### src/rtl/norm_round_unit_pkg.sv
// Shared types and constants for the FP multiplier normalize/round datapath.
// Latency: n/a (types, constants and a combinational packing helper only).
// Backpressure: n/a.
package fp_mul_pkg;

  localparam int EXP_W   = 8;
  localparam int FRAC_W  = 23;
  localparam int PROD_W  = 48;
  localparam int BIAS    = 127;
  localparam int EXP_MAX = 255;
  // Working exponent is signed and two bits wider than the IEEE field, so
  // overflow and underflow stay visible until the final range check.
  localparam int SEXP_W  = 10;

  localparam logic signed [SEXP_W-1:0] SEXP_MAX  = SEXP_W'(EXP_MAX);
  localparam logic signed [SEXP_W-1:0] SEXP_ZERO = '0;

  typedef enum logic [2:0] {
    IDLE   = 3'd0,
    NORM   = 3'd1,
    ROUND  = 3'd2,
    RENORM = 3'd3,
    DONE   = 3'd4
  } state_t;

  typedef struct packed {
    logic [31:0] word;
    logic        over;
    logic        under;
  } res_t;

  // Final range check and IEEE single packing of sign/exponent/fraction.
  function automatic res_t pack_result(input logic                     sign,
                                       input logic signed [SEXP_W-1:0] exp,
                                       input logic [FRAC_W-1:0]        frac);
    res_t r;
    r.word  = {sign, exp[EXP_W-1:0], frac};
    r.over  = 1'b0;
    r.under = 1'b0;
    if (exp >= SEXP_MAX) begin
      r.word = {sign, {EXP_W{1'b1}}, {FRAC_W{1'b0}}};
      r.over = 1'b1;
    end else if (exp <= SEXP_ZERO) begin
      r.word  = {sign, 31'b0};
      r.under = 1'b1;
    end
    return r;
  endfunction

endpackage

### src/rtl/norm_round_unit_if.sv
// Request/result bundle between the multiplier controller and norm_round_unit.
// Latency: n/a (wires only).
// Backpressure: StartR is a level request; DoneR holds until StartR is dropped.
// Ports: StartR/Sign_i/Exp_i/Mant_i from controller; Result_o/DoneR/Over2/Under_o back.
interface norm_round_unit_if;
  import fp_mul_pkg::*;

  logic                     StartR;
  logic                     Sign_i;
  logic [SEXP_W-1:0]        Exp_i;
  logic [PROD_W-1:0]        Mant_i;
  logic [31:0]              Result_o;
  logic                     DoneR;
  logic                     Over2;
  logic                     Under_o;

  // Controller side.
  modport master (
    output StartR, Sign_i, Exp_i, Mant_i,
    input  Result_o, DoneR, Over2, Under_o
  );

  // Normalize/round unit side.
  modport slave (
    input  StartR, Sign_i, Exp_i, Mant_i,
    output Result_o, DoneR, Over2, Under_o
  );

endinterface

### src/rtl/norm_round_unit_rne_round.sv
// Round-to-nearest-even decision and 24-bit significand increment.
// Latency: combinational.
// Backpressure: none.
// Ports: mant_i (product bits 45:0, hidden bit implied at 46), sticky_i,
//        frac_o (rounded fraction), carry_o (increment overflowed 24 bits).
module rne_round
  import fp_mul_pkg::*;
(
  input  logic [PROD_W-3:0] mant_i,
  input  logic              sticky_i,
  output logic [FRAC_W-1:0] frac_o,
  output logic              carry_o
);

  logic              guard;
  logic              sticky;
  logic              lsb;
  logic              inc;
  logic [FRAC_W+1:0] sum;

  assign lsb    = mant_i[PROD_W-FRAC_W-2];
  assign guard  = mant_i[PROD_W-FRAC_W-3];
  assign sticky = (|mant_i[PROD_W-FRAC_W-4:0]) | sticky_i;
  // Ties (guard set, nothing below) round up only when the kept LSB is odd.
  assign inc    = guard & (sticky | lsb);

  assign sum    = {2'b01, mant_i[PROD_W-3:PROD_W-FRAC_W-2]} + {{(FRAC_W+1){1'b0}}, inc};

  // On overflow the hidden position drops to 0 and bit 24 becomes set.
  assign carry_o = sum[FRAC_W+1] & ~sum[FRAC_W];
  assign frac_o  = sum[FRAC_W-1:0];

endmodule

### src/rtl/norm_round_unit.sv
// Normalizes a 48-bit significand product, rounds RNE, packs IEEE single.
// Latency: DoneR 3 edges after StartR sampled, +1 per left shift, +1 on renormalize.
// Backpressure: result and DoneR held in DONE until StartR is dropped.
// Ports: CLK, Reset (async, active high), nru (slave side of norm_round_unit_if).
module norm_round_unit
  import fp_mul_pkg::*;
(
  input  logic             CLK,
  input  logic             Reset,
  norm_round_unit_if.slave nru
);

  state_t                   state_q, state_d;
  logic                     sign_q, sign_d;
  logic signed [SEXP_W-1:0] exp_q, exp_d;
  logic [PROD_W-1:0]        mant_q, mant_d;
  logic                     sticky_q, sticky_d;
  res_t                     res_q, res_d;
  logic                     done_q, done_d;

  logic [FRAC_W-1:0]        rnd_frac;
  logic                     rnd_carry;

  rne_round u_rne_round (
    .mant_i   (mant_q[PROD_W-3:0]),
    .sticky_i (sticky_q),
    .frac_o   (rnd_frac),
    .carry_o  (rnd_carry)
  );

  always_ff @(posedge CLK or posedge Reset) begin
    if (Reset) begin
      state_q  <= IDLE;
      sign_q   <= 1'b0;
      exp_q    <= '0;
      mant_q   <= '0;
      sticky_q <= 1'b0;
      res_q    <= '0;
      done_q   <= 1'b0;
    end else begin
      state_q  <= state_d;
      sign_q   <= sign_d;
      exp_q    <= exp_d;
      mant_q   <= mant_d;
      sticky_q <= sticky_d;
      res_q    <= res_d;
      done_q   <= done_d;
    end
  end

  always_comb begin
    state_d  = state_q;
    sign_d   = sign_q;
    exp_d    = exp_q;
    mant_d   = mant_q;
    sticky_d = sticky_q;
    res_d    = res_q;
    done_d   = 1'b0;

    case (state_q)
      IDLE: begin
        if (nru.StartR) begin
          sign_d   = nru.Sign_i;
          exp_d    = $signed(nru.Exp_i);
          mant_d   = nru.Mant_i;
          sticky_d = 1'b0;
          state_d  = NORM;
        end
      end

      NORM: begin
        if (mant_q == '0) begin
          res_d   = '{word: {sign_q, 31'b0}, over: 1'b0, under: 1'b0};
          state_d = DONE;
        end else if (mant_q[PROD_W-1]) begin
          // Product in [2,4): one right shift, the dropped bit feeds sticky.
          mant_d   = {1'b0, mant_q[PROD_W-1:1]};
          sticky_d = sticky_q | mant_q[0];
          exp_d    = exp_q + SEXP_W'(1);
          state_d  = ROUND;
        end else if (mant_q[PROD_W-2]) begin
          state_d = ROUND;
        end else begin
          // Leading one below the hidden position: walk it up one bit per cycle.
          mant_d = {mant_q[PROD_W-2:0], 1'b0};
          exp_d  = exp_q - SEXP_W'(1);
        end
      end

      ROUND: begin
        if (rnd_carry) begin
          // 1.111..1 rounded up to 10.000..0: fraction becomes zero, exponent bumps.
          exp_d   = exp_q + SEXP_W'(1);
          state_d = RENORM;
        end else begin
          res_d   = pack_result(sign_q, exp_q, rnd_frac);
          state_d = DONE;
        end
      end

      RENORM: begin
        res_d   = pack_result(sign_q, exp_q, {FRAC_W{1'b0}});
        state_d = DONE;
      end

      DONE: begin
        done_d = 1'b1;
        if (!nru.StartR) state_d = IDLE;
      end

      default: begin
        state_d = IDLE;
      end
    endcase
  end

  assign nru.Result_o = res_q.word;
  assign nru.Over2    = res_q.over;
  assign nru.Under_o  = res_q.under;
  assign nru.DoneR    = done_q;

endmodule

### src/flat_wrapper.sv
// flat-port wrapper written by rule: the top's interface ports become plain ports
module norm_round_unit_flat import fp_mul_pkg::*;
  (CLK, Reset, nru_StartR, nru_Sign_i, nru_Exp_i, nru_Mant_i, nru_Result_o, nru_DoneR, nru_Over2, nru_Under_o);
  norm_round_unit_if nru_i ();
  input  logic CLK;
  input  logic Reset;
  input wire logic [$bits(nru_i.StartR)-1:0] nru_StartR;
  input wire logic [$bits(nru_i.Sign_i)-1:0] nru_Sign_i;
  input wire logic [$bits(nru_i.Exp_i)-1:0] nru_Exp_i;
  input wire logic [$bits(nru_i.Mant_i)-1:0] nru_Mant_i;
  output wire logic [$bits(nru_i.Result_o)-1:0] nru_Result_o;
  output wire logic [$bits(nru_i.DoneR)-1:0] nru_DoneR;
  output wire logic [$bits(nru_i.Over2)-1:0] nru_Over2;
  output wire logic [$bits(nru_i.Under_o)-1:0] nru_Under_o;
  assign nru_i.StartR = nru_StartR;
  assign nru_i.Sign_i = nru_Sign_i;
  assign nru_i.Exp_i = nru_Exp_i;
  assign nru_i.Mant_i = nru_Mant_i;
  assign nru_Result_o = nru_i.Result_o;
  assign nru_DoneR = nru_i.DoneR;
  assign nru_Over2 = nru_i.Over2;
  assign nru_Under_o = nru_i.Under_o;
  norm_round_unit u_core (.CLK(CLK), .Reset(Reset), .nru(nru_i));
endmodule
### config.mk
export PLATFORM = sky130hd
export DESIGN_NAME = norm_round_unit_flat
export DESIGN_NICKNAME = d
export VERILOG_FILES = /design/src/rtl/norm_round_unit_pkg.sv /design/src/rtl/norm_round_unit_if.sv /design/src/rtl/norm_round_unit_rne_round.sv /design/src/rtl/norm_round_unit.sv /design/src/flat_wrapper.sv
export SDC_FILE = /design/constraint.sdc
export NUM_CORES = 1
export LEC_CHECK = 0
export CORE_MARGIN = 3
export CORE_UTILIZATION = 49
export DETAILED_ROUTE_END_ITERATION = 8
export GPL_TIMING_DRIVEN = 0
export PLACE_DENSITY = 0.77
export SLEW_MARGIN = 20
export SYNTH_ARGS = -nofsm -noshare
export SYNTH_HDL_FRONTEND = slang
export SYNTH_HIERARCHICAL = 1
export SYNTH_SLANG_ARGS = --single-unit
### constraint.sdc
create_clock -name CLK -period 3.1 [get_ports CLK]
set_input_delay 0.62 -clock CLK [delete_from_list [all_inputs] [get_ports CLK]]
set_output_delay 0.62 -clock CLK [all_outputs]
set_load 0.05 [all_outputs]
==> results of run 1 <==
flip-flops by register name, summed over array words and instances, names as in the netlist:
name                 cells
u_core/exp_q            10
u_core/mant_q           48
u_core/nru.DoneR         1
u_core/nru.Over2         1
u_core/nru.Result_o     32
u_core/nru.Under_o       1
u_core/sign_q            1
u_core/state_q           3
u_core/sticky_q          1
final timing paths:
path / end / slack (ns) / depth (start not counted)
hold / removal: u_core/nru.Result_o[28] / 0.49 / 1
max in group asynchronous: u_core/mant_q[11] / 1.94 / 4
hold reg to reg: u_core/nru.Result_o[28] / 0.49 / 1
setup reg to reg: u_core/exp_q[7] / 0.11 / 10
min in group asynchronous: u_core/nru.Result_o[11] / 0.53 / 2
setup / recovery: u_core/exp_q[7] / 0.11 / 10
timing repair:
item / CTS / global route
pin swaps: 1 / 0
buffers inserted: 0 / 1
hold endpoints to repair: 0 / 0
setup endpoints to repair: 44 / 36
gates resized for setup: 5 / 10
per-layer routing:
| layer | track usage [%] | vias up | wire, um |
|---|---|---|---|
| met1 | 35.9 | 2935 | 8180 |
| li1 | - | 2926 | - |
| met3 | 3.65 | 26 | 1140 |
| met2 | 41.4 | 274 | 8510 |
| met4 | 8.13 | 0 | 299 |
| met5 | 0 | - | 0 |
placed cells by master (no fill, tap or decap), drive strengths merged, types with 5 or more instances in the layout:
| cell | instances |
|---|---|
| a21oi | 10 |
| a221oi | 5 |
| a31oi | 5 |
| and3 | 6 |
| and4 | 11 |
| buf | 20 |
| clkbuf | 55 |
| clkdlybuf4s50 | 96 |
| dfrtp | 98 |
| inv | 71 |
| nand2 | 112 |
| nand3 | 16 |
| nand4 | 10 |
| nor2 | 28 |
| nor2b | 5 |
| nor3 | 12 |
| nor4 | 18 |
| o21ai | 123 |
| o2bb2ai | 9 |
| o311ai | 43 |
| o31ai | 32 |
| or2 | 5 |
| xnor2 | 16 |
| xor2 | 11 |
power by group through the flow:
stage               logic (mW)  registers, mW  clock network (mW)
floorplan                 2.74           2.61                   0
global placement          3.99           2.52                   0
detailed placement        4.15           2.54                   0
CTS                       4.17           2.52                1.17
global route              4.71           2.61                1.23
finish                    4.26           2.55                1.15
critical path: cells and delay by family (launching register included):
kind / cells / cell delay, ns
AO/OA/AOI/OAI: 2 / 0.30
buffers and inverters: 1 / 0.22
flip-flops: 1 / 0.51
AND/OR/NAND/NOR: 7 / 1.82
kinds of logic after synthesis:
family | count (synthesis) | synth area share, %
AOI/OAI and AO/OA | 244 | 25.9
and+or+nand+nor | 240 | 20.2
buffers and inverters | 134 | 8.45
DFF | 98 | 39.9
xor gates and xnor gates | 27 | 3.85
muxes | 6 | 1.06
adders and majority gates | 3 | 0.611
area by class of cell:
type,instances,area share (%)
multi-input cells,520,41.4
clock buffers,11,3.28
plain buffers,60,3.18
repair buffers,100,13.3
well taps,168,2.72
inverters,72,3.55
flip-flops and latches,98,31.8
clock inverters,5,0.681
per-stage QoR:
stage	instances	power, mW	setup TNS, ns	util [%]
floorplan	752	5.35	0	-
global placement	1016	6.50	-12.56	60.4
detailed placement	1019	6.69	-14.37	60.9
CTS	1034	7.87	0	63.5
global route	1034	8.55	-0.00417	63.7
finish	1034	7.96	0	63.7
==> flow_metrics.env, run 1 <==
export IMPL_drv_cap=0
export IMPL_die_h_um=118
export IMPL_syn_avg_cell_area_um2=8.17
export IMPL_grt_pass1_vias=5915
export IMPL_worst_hold_startpoint="u_core/nru.Result_o[28]"
export IMPL_crit_slowest_cell="or4_1"
export IMPL_multi_input_area_um2=3200
export IMPL_syn_inst=752
export IMPL_wire_per_inst_um=17.5
export IMPL_required_ns=3.32
export IMPL_period_needed_ns=2.99
export IMPL_p_leak_nw=3.13
export IMPL_worstSetupStartpointType="flip-flop"
export IMPL_clk_latency_ns=0.35
export IMPL_cpMostUsedCell="nand3_1"
export IMPL_irDropWorstVdd_uv=448
export IMPL_io_buffers=96
export IMPL_routed_wl_um=18100
export IMPL_vias=6161
export IMPL_place_ws_ns=-0.439
export IMPL_critPathKind="flip-flop to flip-flop"
export IMPL_synth_common_cells="112 x nand2_1, 98 x dfrtp_1, 71 x inv_1, 63 x o21ai_0, 60 x o21ai_1"
export IMPL_route_detailed_drc=0
export IMPL_antenna_found_initial=0
export IMPL_clockRootBuffer="clkbuf_16"
export IMPL_clock_skew_ns=0.00902
export IMPL_comb_power_share_pct=53.5
export IMPL_gp_congestion=0.917
export IMPL_hold_viol=0
export IMPL_dieArea_um2=13900
export IMPL_vias_per_cell=5.96
export IMPL_drive_above_1_share_pct=6.93
export IMPL_netlist_area_um2=6140
export IMPL_hold_path_class="flip-flop to flip-flop"
export IMPL_track_usage_pct=25.7
export IMPL_setup_worst_path_start="u_core/mant_q[24]"
export IMPL_worstPathCellList="nand3_1 > nor2_2 > nand4_1 > nor4_4 > nand2b_1 > a21oi_1 > nand3_1 > buf_2 > or4_1 > o2bb2ai_1"
export IMPL_yosys_area_top_type="dfrtp_1"
export IMPL_slew_violations=0
export IMPL_synthArstFlopShare_pct=100
export IMPL_synth_most_common_cell="nand2_1"
export IMPL_place_hpwl_um=13300
export IMPL_grt_pass1_wl_um=29700
export IMPL_cp_slowest_stage_delay_ns=0.52
export IMPL_ioPinCount=97
export IMPL_htreeDepth=3
export IMPL_ys_seq_area_share_pct=39.9
export IMPL_sw_frac_of_total_pct=49.9
export IMPL_grt_max_degree=35
export IMPL_path_max_fanout=10
export IMPL_initial_core_util_pct=50.7
export IMPL_area_delta_synth_final_pct=25.6
export IMPL_fin_crit_sh_pct=96.4
export IMPL_placed_area_um2=7380
export IMPL_cts_sinks=98
export IMPL_critPathArrivalTime_ns=3.21
export IMPL_ys_types=61
export IMPL_ys_warn_count=6
export IMPL_p_clk_share_pct=14.5
export IMPL_grt_ovfl_total=0
export IMPL_fmax_mhz=335
export IMPL_power_per_cell_area_nw_per_um2=1030
export IMPL_rows=40
export IMPL_synth_top_flop_cell="dfrtp_1"
export IMPL_hold_buffers=0
export IMPL_clk_pin_slew_ns=0.07
export IMPL_clockBufferDepth=2
export IMPL_outcome="finished, final reports clean"
export IMPL_cts_buffers=9
export IMPL_tritoncts="yes"
export IMPL_internal_power_mw=3.98
export IMPL_switchingPower_mw=3.98
export IMPL_holdWs_ns=0.493
export IMPL_dr_pass1_iters=7
export IMPL_synth_edf_count=0
export IMPL_finalSetupViolCount=0
export IMPL_slew_headroom_pct=32.1
export IMPL_die_width_um=118
export IMPL_n_antenna_cell=0
export IMPL_core_um2=12100
export IMPL_yosys_area_top_type_share_pct=39.9
export IMPL_ff_latch_area_um2=2450
export IMPL_final_antenna_net_count=0
export IMPL_synth_seq_cells=98
export IMPL_syn_num_nets=817
export IMPL_num_fill_cells=1027
export IMPL_synth_area_leaders="dfrtp_1 40%, nand2_1 6.8%, o311ai_0 6.1%, o21ai_0 5.1%, o21ai_1 4.9%"
export IMPL_drtIter0Drc=644
export IMPL_fin_nets=926
export IMPL_finalInstanceArea_um2=7720
export IMPL_seqPwrFrac_pct=32.0
export IMPL_end_kind="flip-flop"
export IMPL_tightest_slew_ns=1.02
export IMPL_r2r_start="u_core/mant_q[24]"
export IMPL_fin_ws_ns=0.113
Power figures use the tool's default switching activity.
==> inputs of run 2 (changes only) <==
--- a/config.mk
+++ b/config.mk
@@ -5,6 +5,7 @@
 export SDC_FILE = /design/constraint.sdc
 export NUM_CORES = 1
 export LEC_CHECK = 0
+export CAP_MARGIN = 40
 export CORE_MARGIN = 3
 export CORE_UTILIZATION = 49
 export DETAILED_ROUTE_END_ITERATION = 8
==> run 2 against run 1 <==
  * Hold slack about the same
  * Final area grew 0.83%
  * Cell count up 0.58%
  * Critical path depth grew 2
  * Global-route usage rose by 0.16 points
  * Sequential power hardly changed
  * Setup slack about the same
  * First-iteration DRC count up 15%
  * Register-to-register slack is essentially flat
  * Critical path type unchanged
  * Critical endpoint unchanged
  * Largest cell class unchanged
  * Highest routed layer unchanged
==> flow_metrics.env, run 2 (same netlist as run 1, synthesis figures left out) <==
export IMPL_outcome="finished, final reports clean"
export IMPL_clockBufferDepth=2
export IMPL_ioPinCount=97
export IMPL_fmax_mhz=335
export IMPL_comb_power_share_pct=53.6
export IMPL_largest_reg_flops=48
export IMPL_dp_cells=1021
export IMPL_grt_pass1_vias=5940
export IMPL_die_h_um=118
export IMPL_area_delta_synth_final_pct=26.6
export IMPL_switchingPower_mw=3.99
export IMPL_track_usage_pct=25.8
export IMPL_drv_cap=0
export IMPL_path_max_fanout=10
export IMPL_routed_wl_um=18300
export IMPL_r2r_setup_slack_ns=0.11
export IMPL_rows=40
export IMPL_end_kind="flip-flop"
export IMPL_dieArea_um2=13900
export IMPL_slew_headroom_pct=42.0
export IMPL_layout_commonest_cell="nand2_1"
export IMPL_vias=6247
export IMPL_final_core_util_pct=64.2
export IMPL_final_antenna_net_count=0
export IMPL_r2r_start="u_core/mant_q[23]"
export IMPL_htreeDepth=3
export IMPL_r2r_end="u_core/exp_q[7]"
export IMPL_clk_latency_ns=0.35
export IMPL_hold_viol=0
export IMPL_n_antenna_cell=0
export IMPL_core_um2=12100
export IMPL_num_fill_cells=1056
export IMPL_place_ws_ns=-0.441
export IMPL_grt_max_degree=35
export IMPL_worst_hold_path_endpoint="u_core/nru.Result_o[31]"
export IMPL_clk_pin_slew_ns=0.07
export IMPL_drtIter0Drc=738
export IMPL_worst_hold_startpoint="u_core/sign_q"
export IMPL_grt_pass1_wl_um=29800
export IMPL_clockRootBuffer="clkbuf_16"
export IMPL_io_buffers=96
export IMPL_period_needed_ns=2.99
export IMPL_worstSetupStartpointType="flip-flop"
export IMPL_dr_pass1_iters=5
export IMPL_initial_core_util_pct=50.7
export IMPL_cts_buffers=9
export IMPL_tightest_slew_ns=0.868
export IMPL_p_leak_nw=3.16
export IMPL_cts_sinks=98
export IMPL_gp_congestion=0.917
export IMPL_fin_ws_ns=0.113
export IMPL_fin_nets=932
export IMPL_die_width_um=118
export IMPL_tritoncts="yes"
export IMPL_holdPathStages=1
export IMPL_irDropWorstVdd_uv=492
export IMPL_drive_above_1_share_pct=7.80
export IMPL_slew_violations=0
export IMPL_final_cell_mix="111 x nand2_1, 96 x clkdlybuf4s50_1, 93 x dfrtp_1, 70 x inv_1, 63 x o21ai_0"
export IMPL_p_clk_share_pct=14.8
export IMPL_fin_crit_sh_pct=96.4
export IMPL_finalSetupViolCount=0
export IMPL_stdcell_count=1040
export IMPL_required_ns=3.33
export IMPL_top_register="u_core/mant_q"
export IMPL_sw_frac_of_total_pct=49.5
export IMPL_grt_ovfl_total=0
export IMPL_hold_path_class="flip-flop to flip-flop"
export IMPL_r2r_cells=12
export IMPL_wire_per_inst_um=17.6
export IMPL_internal_power_mw=4.07
export IMPL_antenna_found_initial=0
export IMPL_power_per_cell_area_nw_per_um2=1040
export IMPL_vias_per_cell=6.01
export IMPL_seqPwrFrac_pct=31.6
export IMPL_clock_skew_ns=0.00753
export IMPL_critPathArrivalTime_ns=3.21
export IMPL_place_hpwl_um=13400
export IMPL_route_detailed_drc=0
export IMPL_critPathKind="flip-flop to flip-flop"
-- run 2: cell types whose count changed in the layout (fill, tap and decap cells not counted), sizes merged --
cell / delta
buf: +6
clkbuf: +4
clkinv: -3
clkinvlp: -1
-- run 2: stage by stage --
step	setup TNS [ns]	cell area (um2)	power [mW]	hold WS (ns)
after floorplan	0	6150	5.35	0.454
after global placement	-12.56	7320	6.50	0.464
after detailed placement	-14.34	7390	6.71	0.480
after CTS	0	7710	7.92	0.497
after global routing	-0.000404	7780	8.65	0.524
final	0	7780	8.06	0.493
-- run 2: layout make-up --
| class | count | area, um2 | share of cell area (%) |
|---|---|---|---|
| buffer | 60 | 246 | 3.17 |
| clock buffer | 15 | 288 | 3.70 |
| clock inverter | 1 | 30.0 | 0.386 |
| inverter | 72 | 274 | 3.52 |
| multi-input combinational | 520 | 3200 | 41.2 |
| sequential | 98 | 2460 | 31.6 |
| tap | 168 | 210 | 2.70 |
| timing repair buffer | 106 | 1070 | 13.7 |
-- run 2: critical path, cell delays in order (launching register included) --
cell and delay [ns]:
dfrtp_2 0.42, and2_4 0.17, ha_2 0.21, nand2_2 0.11
nor2_4 0.17, nand4_1 0.17, nor4_4 0.35, nand2b_1 0.15
a21oi_2 0.15, nand3_1 0.11, buf_4 0.20, or4_1 0.51
o2bb2ai_1 0.13
-- run 2: worst max-delay path by stage --
stage               slack, ns                 endpoint               from  depth (start not counted)
finish                   0.11          u_core/exp_q[7]  u_core/mant_q[23]                         12
CTS                      0.03          u_core/exp_q[7]  u_core/mant_q[23]                         12
detailed placement      -0.44  u_core/nru.Result_o[11]  u_core/mant_q[23]                         14
global route          -0.0004          u_core/exp_q[7]  u_core/mant_q[23]                         12
floorplan                0.26  u_core/nru.Result_o[31]  u_core/mant_q[23]                         13
global placement        -0.40   u_core/nru.Result_o[0]  u_core/mant_q[23]                         14
-- run 2: what timing repair did --
action / CTS / global route
endpoints found under the setup margin: 45 / 38
setup buffers: 0 / 5
hold buffers: 0 / 0
gates cloned: 0 / 0
pin swaps: 1 / 2
gates resized for setup: 5 / 15
-- run 2: routing by layer --
layer / vias to the layer above / global-route usage (%) / share of wire [%]
met1: 2956 / 35.5 / 44
met4: 0 / 10.5 / 2.1
li1: 2949 / - / -
met3: 37 / 5.00 / 7.7
met5: - / 0 / 0
met2: 305 / 40.1 / 46
-- run 2: power groups by stage --
stage          Combinational, mW  Clock (mW)  Sequential [mW]
2_1_floorplan               2.74           0             2.61
3_3_place_gp                3.99           0             2.52
3_5_place_dp                4.16           0             2.55
4_1_cts                     4.19        1.21             2.52
5_1_grt                     4.75        1.27             2.62
6_report                    4.32        1.19             2.55
==> inputs of run 3 (changes only) <==
--- a/config.mk
+++ b/config.mk
@@ -8,6 +8,7 @@
 export CAP_MARGIN = 40
 export CORE_MARGIN = 3
 export CORE_UTILIZATION = 49
+export CTS_CLUSTER_DIAMETER = 200
 export DETAILED_ROUTE_END_ITERATION = 8
 export GPL_TIMING_DRIVEN = 0
 export PLACE_DENSITY = 0.77
==> results of run 3 <==
The final DEF is identical to that of run 2; final timing and power are the same.
==> patch 1 (config.mk and constraints of run 2) <==
`PROD_W`: 48 -> 44.
--- a/src/rtl/norm_round_unit_pkg.sv
+++ b/src/rtl/norm_round_unit_pkg.sv
@@ -6,5 +6,5 @@
   localparam int EXP_W   = 8;
   localparam int FRAC_W  = 23;
-  localparam int PROD_W  = 48;
+  localparam int PROD_W  = 44;
   localparam int BIAS    = 127;
   localparam int EXP_MAX = 255;
Interface: changed (resized nru_Mant_i); port bits go from 97 to 93. No check against the original RTL was run, so the function may have changed too.
==> patch 1 against run 2 <==
- sequential power down 3%
- power down 0.74%
- via count down 11%
- sequential cell count down 4
- worst setup slack better by 0.078 ns
- design area down 2.2%
- count of clock-buffer cells in the layout down 2
- final cell count down 8.1%
- maximum frequency up 2.7%
- wire length down 11%
- synthesized area down 0.96%
- core utilization down 1.1 points
- critical path type unchanged
- critical endpoint is now u_core/exp_q[0]$_DFFE_PP0P_
==> patch 1: results (changes against run 2) <==
| Metric | Value |
|---|---|
| Run status | complete, no violations |
| Sequential area share after synthesis | 38.7% (-1.3 points) |
| Hold Path Sink | u_core/sign_q$_DFFE_PP0P_ |
| Syn Inst Count | 677 (-10%) |
| Post-cts resize count | 6 (+1) |
| Met1 WL | 7360 um (-9.4%) |
| Layout area overhead | 25.1% |
| Met1 usage | 33.9% (-1.6 points) |
| Non-Filler Instances | 956 (-8.1%) |
| Hold slack | 0.513 ns (+0.0199 ns) |
| Max Clock Skew | 0.00510 ns (-0.00243 ns) |
| Non-clock buffering overhead | 16.0% (-0.90 points) |
| Post-CTS Setup Bufs | 1 (+1) |
| Multiplexer area fraction after synthesis | 14.0% (+13 points) |
| Commonest cells post-synth | 94 x dfrtp_1, 93 x a21oi_1, 62 x nor2_1, 43 x nor3b_1, 42 x nand2_1 |
| Int Pwr | 0.00426 W (+4.7%) |
| Vias in the first global route | 5402 (-9.1%) |
| Combinational power | 0.00442 W (+2%) |
| CLK BUF | 13 (-2) |
| Layout Nets | 846 (-9.2%) |
| Static Leak | 3.07 nW (-2.8%) |
| Netlist cell types | 58 (-4.9%) |
| Met3 global-route usage | 3.66% (-1.3 points) |
| Dominant cells by area after synthesis | dfrtp_1 39%, a21oi_1 7.6%, mux2_1 6.7% |
| Met2 WL | 7650 um (-9.0%) |
| Compound-Gate Fraction of Synth Area | 13.3% (-13 points) |
| Final worst-path cycle share | 93.8% (-2.5 points) |
| Number of fillers in the final layout | 1044 (-1.1%) |
| Post-DP HPWL | 11700 um (-13%) |
| Footprint of the multi-input gates | 0.00338 mm^2 (+5.5%) |
| Count of non-CTS inverters in the layout | 40 (-44%) |
| Cell Area, Synth | 0.00608 mm^2 (-0.96%) |
| Repair and plain buffers | 147 (-11%) |
| Place WS | -0.518 ns (-0.0777 ns) |
| R2R depth | 11 (-1) |
| Power share of the clock group | 13.9% (-0.9 points) |
| Mapped Nets | 738 (-9.7%) |
| Vias per inst | 5.81 (-3.3%) |
| DRT iter0 DRCs | 549 (-26%) |
| Synth Area in Adders | 0.617% (+0.0059 points) |
| Placed Area | 0.00725 mm^2 (-1.9%) |
| Reg2reg start | u_core/mant_q[18]$_DFFE_PP0P_ |
| Largest net degree at the start of global routing | 75 (+110%) |
| DR WL met3 | 960 um (-32%) |
| M2 GR Usage | 37.4% (-2.7 points) |
| Reg2Reg Setup Slack | 0.19 ns (+0.08 ns) |
| First-pass GRT wire length | 27300 um (-8.2%) |
| CP Capture Point | u_core/exp_q[0]$_DFFE_PP0P_ |
| Multi-input gate count | 493 (-5.2%) |
| Clock-cell share | 3.81% (-0.27 points) |
==> patch 1: cell count changes after synthesis, sizes merged, moves of 6 or more <==
cell / change
and4: -9
inv: -32
mux2i: +28
clkbuf: -16
o2bb2ai: -8
nor3b: +39
xnor2: +6
nand2: -70
a21oi: +83
mux2: +45
o21ai: -107
o311ai: -43
nor2: +34
o31ai: -27
==> patch 1: worst max-delay path, stage by stage (launching register included) <==
cell and delay (ns):
dfrtp_2 0.44, and2_1 0.17, ha_1 0.21, inv_1 0.10, nor4_4 0.33, nand4_2 0.20
nor2_4 0.20, nand3b_1 0.17, a21oi_4 0.22, nand2_4 0.13, or2_2 0.40, o211ai_1 0.24
==> patch 1: metrics by stage <==
stage	power, W	TNS (ns)
4_1_cts	0.00794	0
2_1_floorplan	0.00554	0
6_report	0.00800	0
3_5_place_dp	0.00678	-7.85
3_3_place_gp	0.00664	-140.60
5_1_grt	0.00857	0
==> patch 2 (flow settings as in run 2) <==
Made on the original files. Reset style: synchronous (`Reset`), changed in one clocked block. Comments in the files are not updated.
--- a/src/rtl/norm_round_unit.sv
+++ b/src/rtl/norm_round_unit.sv
@@ -29,5 +29,5 @@
   );
 
-  always_ff @(posedge CLK or posedge Reset) begin
+  always_ff @(posedge CLK) begin
     if (Reset) begin
       state_q  <= IDLE;
Function: differs if Reset is asserted again (counterexample within 4 cycles, from zero or initial values and one cycle with Reset high); with Reset held inactive, the same outputs for 4 cycles.
==> patch 2 against run 2 <==
- sequential cell count is the same
- maximum frequency grew 1.7%
- final cell count shrank 7.0%
- synthesized area shrank 1.7%
- critical path depth shrank 3
- sequential share of layout area shrank 5.5 points
- via count is essentially flat
- design area shrank 3.4%
- wire length grew 1.1%
- worst setup slack gained 0.051 ns
- count of clock-buffer cells in the layout shrank 2
- worst hold slack lost 0.033 ns
- synthesized cell count shrank 5.5%
Power is not compared: it rests on default switching activity, and its combinational part moved more than twofold at a synthesized area within 25%.
==> patch 2: results (changes against run 2) <==
| Metric | Value |
|---|---|
| PwrDens | 524 mW/mm^2 |
| Dominant cells by area after synthesis | dfxtp_1 32%, mux2_2 8.2%, a221oi_1 6.8% |
| Worst skew pair latency | 0.35 ns (about the same) |
| Commonest cells post-synth | 98 x dfxtp_1, 78 x nor2_1, 55 x nor3_1, 49 x nor2b_1, 48 x clkbuf_1 |
| Post-synth ARST share | 0% (-100 points) |
| DP Cell Count | 951 (-6.9%) |
| Largest register FFs | 48 (unchanged) |
| TritonCTS Buffers | 9 (unchanged) |
| Place WS | -0.256 ns (+0.184 ns) |
| # diodes | 0 (unchanged) |
| Peak VDD IR | 403 uV |
| RR Endpoint | u_core/nru.Result_o[9]$_SDFFE_PP0P_ |
| Hold depth | 2 (+1) |
| Share of cells above drive strength 1 | 14.0% (+6.2 points) |
| Hold Crit Start | u_core/nru.Under_o$_SDFFE_PP0P_ |
| GPL Wtd Cong | 0.906 (-1.2%) |
| Slowest-stage cell, CP | nor4_1 |
| Number of port buffers | 95 (-1.0%) |
| Netlist cell types | 64 (+4.9%) |
| HP Class | flop to flop |
| CP Max Fanout | 10 (unchanged) |
| CTS Buffer Depth | 2 (unchanged) |
| Worst Tran Pin Value | 0.769 ns (-0.0990 ns) |
| Sequential area share after synthesis | 32.5% (-7.4 points) |
| Arrival time worst endpoint | 3.18 ns (-0.03 ns) |
| DRT iter0 DRCs | 849 (+15%) |
| Run status | complete, no violations |
| Largest net degree at the start of global routing | 16 (-54%) |
| WL per Instance | 19.2 um (+8.8%) |
| CTS root buffer | clkbuf_16 |
| Number of fillers in the final layout | 1027 (-2.7%) |
| Reg2reg start | u_core/state_q[2]$_SDFFE_PP0P_ |
| Vias in the first global route | 5853 (-1.5%) |
| GR Util All Layers | 27.1% (+1.3 points) |
| Initial antenna violation count | 0 (unchanged) |
| Vias per inst | 6.45 (+7.4%) |
| Syn Inst Count | 711 (-5.5%) |
| Reg2Reg Setup Slack | 0.16 ns (+0.05 ns) |
| Placed Area | 0.00718 mm^2 (-2.8%) |
| Largest Register | u_core/mant_q |
| Max Clock Skew | 0.00504 ns (-0.00249 ns) |
| Mapped Nets | 776 (-5.0%) |
| First-pass GRT wire length | 29700 um (-0.11%) |
| Yosys Warn Count | 6 (unchanged) |
| Layout area overhead | 24.4% |
| Post-DP HPWL | 13400 um (+0.30%) |
| Hold Path Sink | u_core/nru.Under_o$_SDFFE_PP0P_ |
| R2R depth | 9 (-3) |
| Non-Filler Instances | 967 (-7.0%) |
| Iteration count of the initial detailed-routing pass | 7 (+2) |
| Layout Nets | 884 (-5.2%) |
| Hold slack | 0.461 ns (-0.0328 ns) |
| Crit path largest cell delay | 0.55 ns (+0.04 ns) |
patch 2: repair_timing:
action	CTS	global route
hold buffers	0	0
buffers inserted	1	0
pin swaps	1	0
gates cloned	0	0
gates resized for setup	3	9
endpoints found under the setup margin	30	30
patch 2: cell type report:
type | count | share of cell area [%]
inverters | 6 | 0.300
flip-flops and latches | 98 | 26.1
clock inverters | 3 | 0.616
plain buffers | 70 | 4.21
well taps | 143 | 2.38
multi-input cells | 536 | 49.9
repair buffers | 98 | 12.9
clock buffers | 13 | 3.60
patch 2: layer usage:
metal	track usage, %	part of all wire, %	up-vias
met5	0	0	-
met4	9.10	1.9	0
met3	6.12	7.9	36
met2	42.1	46	303
met1	37.4	44	3002
li1	-	-	2900
patch 2: critical path, delay by kind of cell (launching register included):
kind	cells	cell delay, ns
simple gates	4	1.04
buf+inv	4	1.22
compound gates	1	0.24
flops	1	0.32
patch 2: power by group through the flow:
| stage | clock network [W] | registers, W | logic [W] |
|---|---|---|---|
| 2_1_floorplan | 0 | 0.00156 | 0.000804 |
| 4_1_cts | 0.00120 | 0.00160 | 0.00111 |
| 3_3_place_gp | 0 | 0.00162 | 0.00107 |
| 5_1_grt | 0.00125 | 0.00163 | 0.00123 |
| 6_report | 0.00119 | 0.00161 | 0.00113 |
| 3_5_place_dp | 0 | 0.00163 | 0.00110 |
patch 2: how the worst max path moves through the flow:
stage                                   startpoint                              endpoint  slack (ns)  cells after the start
finish              u_core/state_q[2]$_SDFFE_PP0P_   u_core/nru.Result_o[9]$_SDFFE_PP0P_        0.16                      9
global route        u_core/mant_q[23]$_SDFFE_PP0P_  u_core/nru.Result_o[21]$_SDFFE_PP0P_        0.01                     12
CTS                 u_core/mant_q[25]$_SDFFE_PP0P_          u_core/exp_q[5]$_SDFFE_PP0P_        0.03                     10
detailed placement  u_core/mant_q[23]$_SDFFE_PP0P_          u_core/exp_q[5]$_SDFFE_PP0P_       -0.26                     12
global placement    u_core/mant_q[23]$_SDFFE_PP0P_          u_core/exp_q[5]$_SDFFE_PP0P_       -0.24                     12
floorplan           u_core/mant_q[23]$_SDFFE_PP0P_          u_core/exp_q[5]$_SDFFE_PP0P_        0.34                     12
patch 2: kinds of logic (layout without fill, tap and decap cells):
group | count (synthesis) | in the layout | synth area share (%)
and+or+nand+nor | 316 | 316 | 29.3
xor gates and xnor gates | 25 | 25 | 3.62
DFF | 98 | 98 | 32.5
adders and majority gates | 3 | 3 | 0.621
muxes | 52 | 52 | 9.57
AOI/OAI and AO/OA | 140 | 140 | 18.8
buffers and inverters | 77 | 190 | 5.65
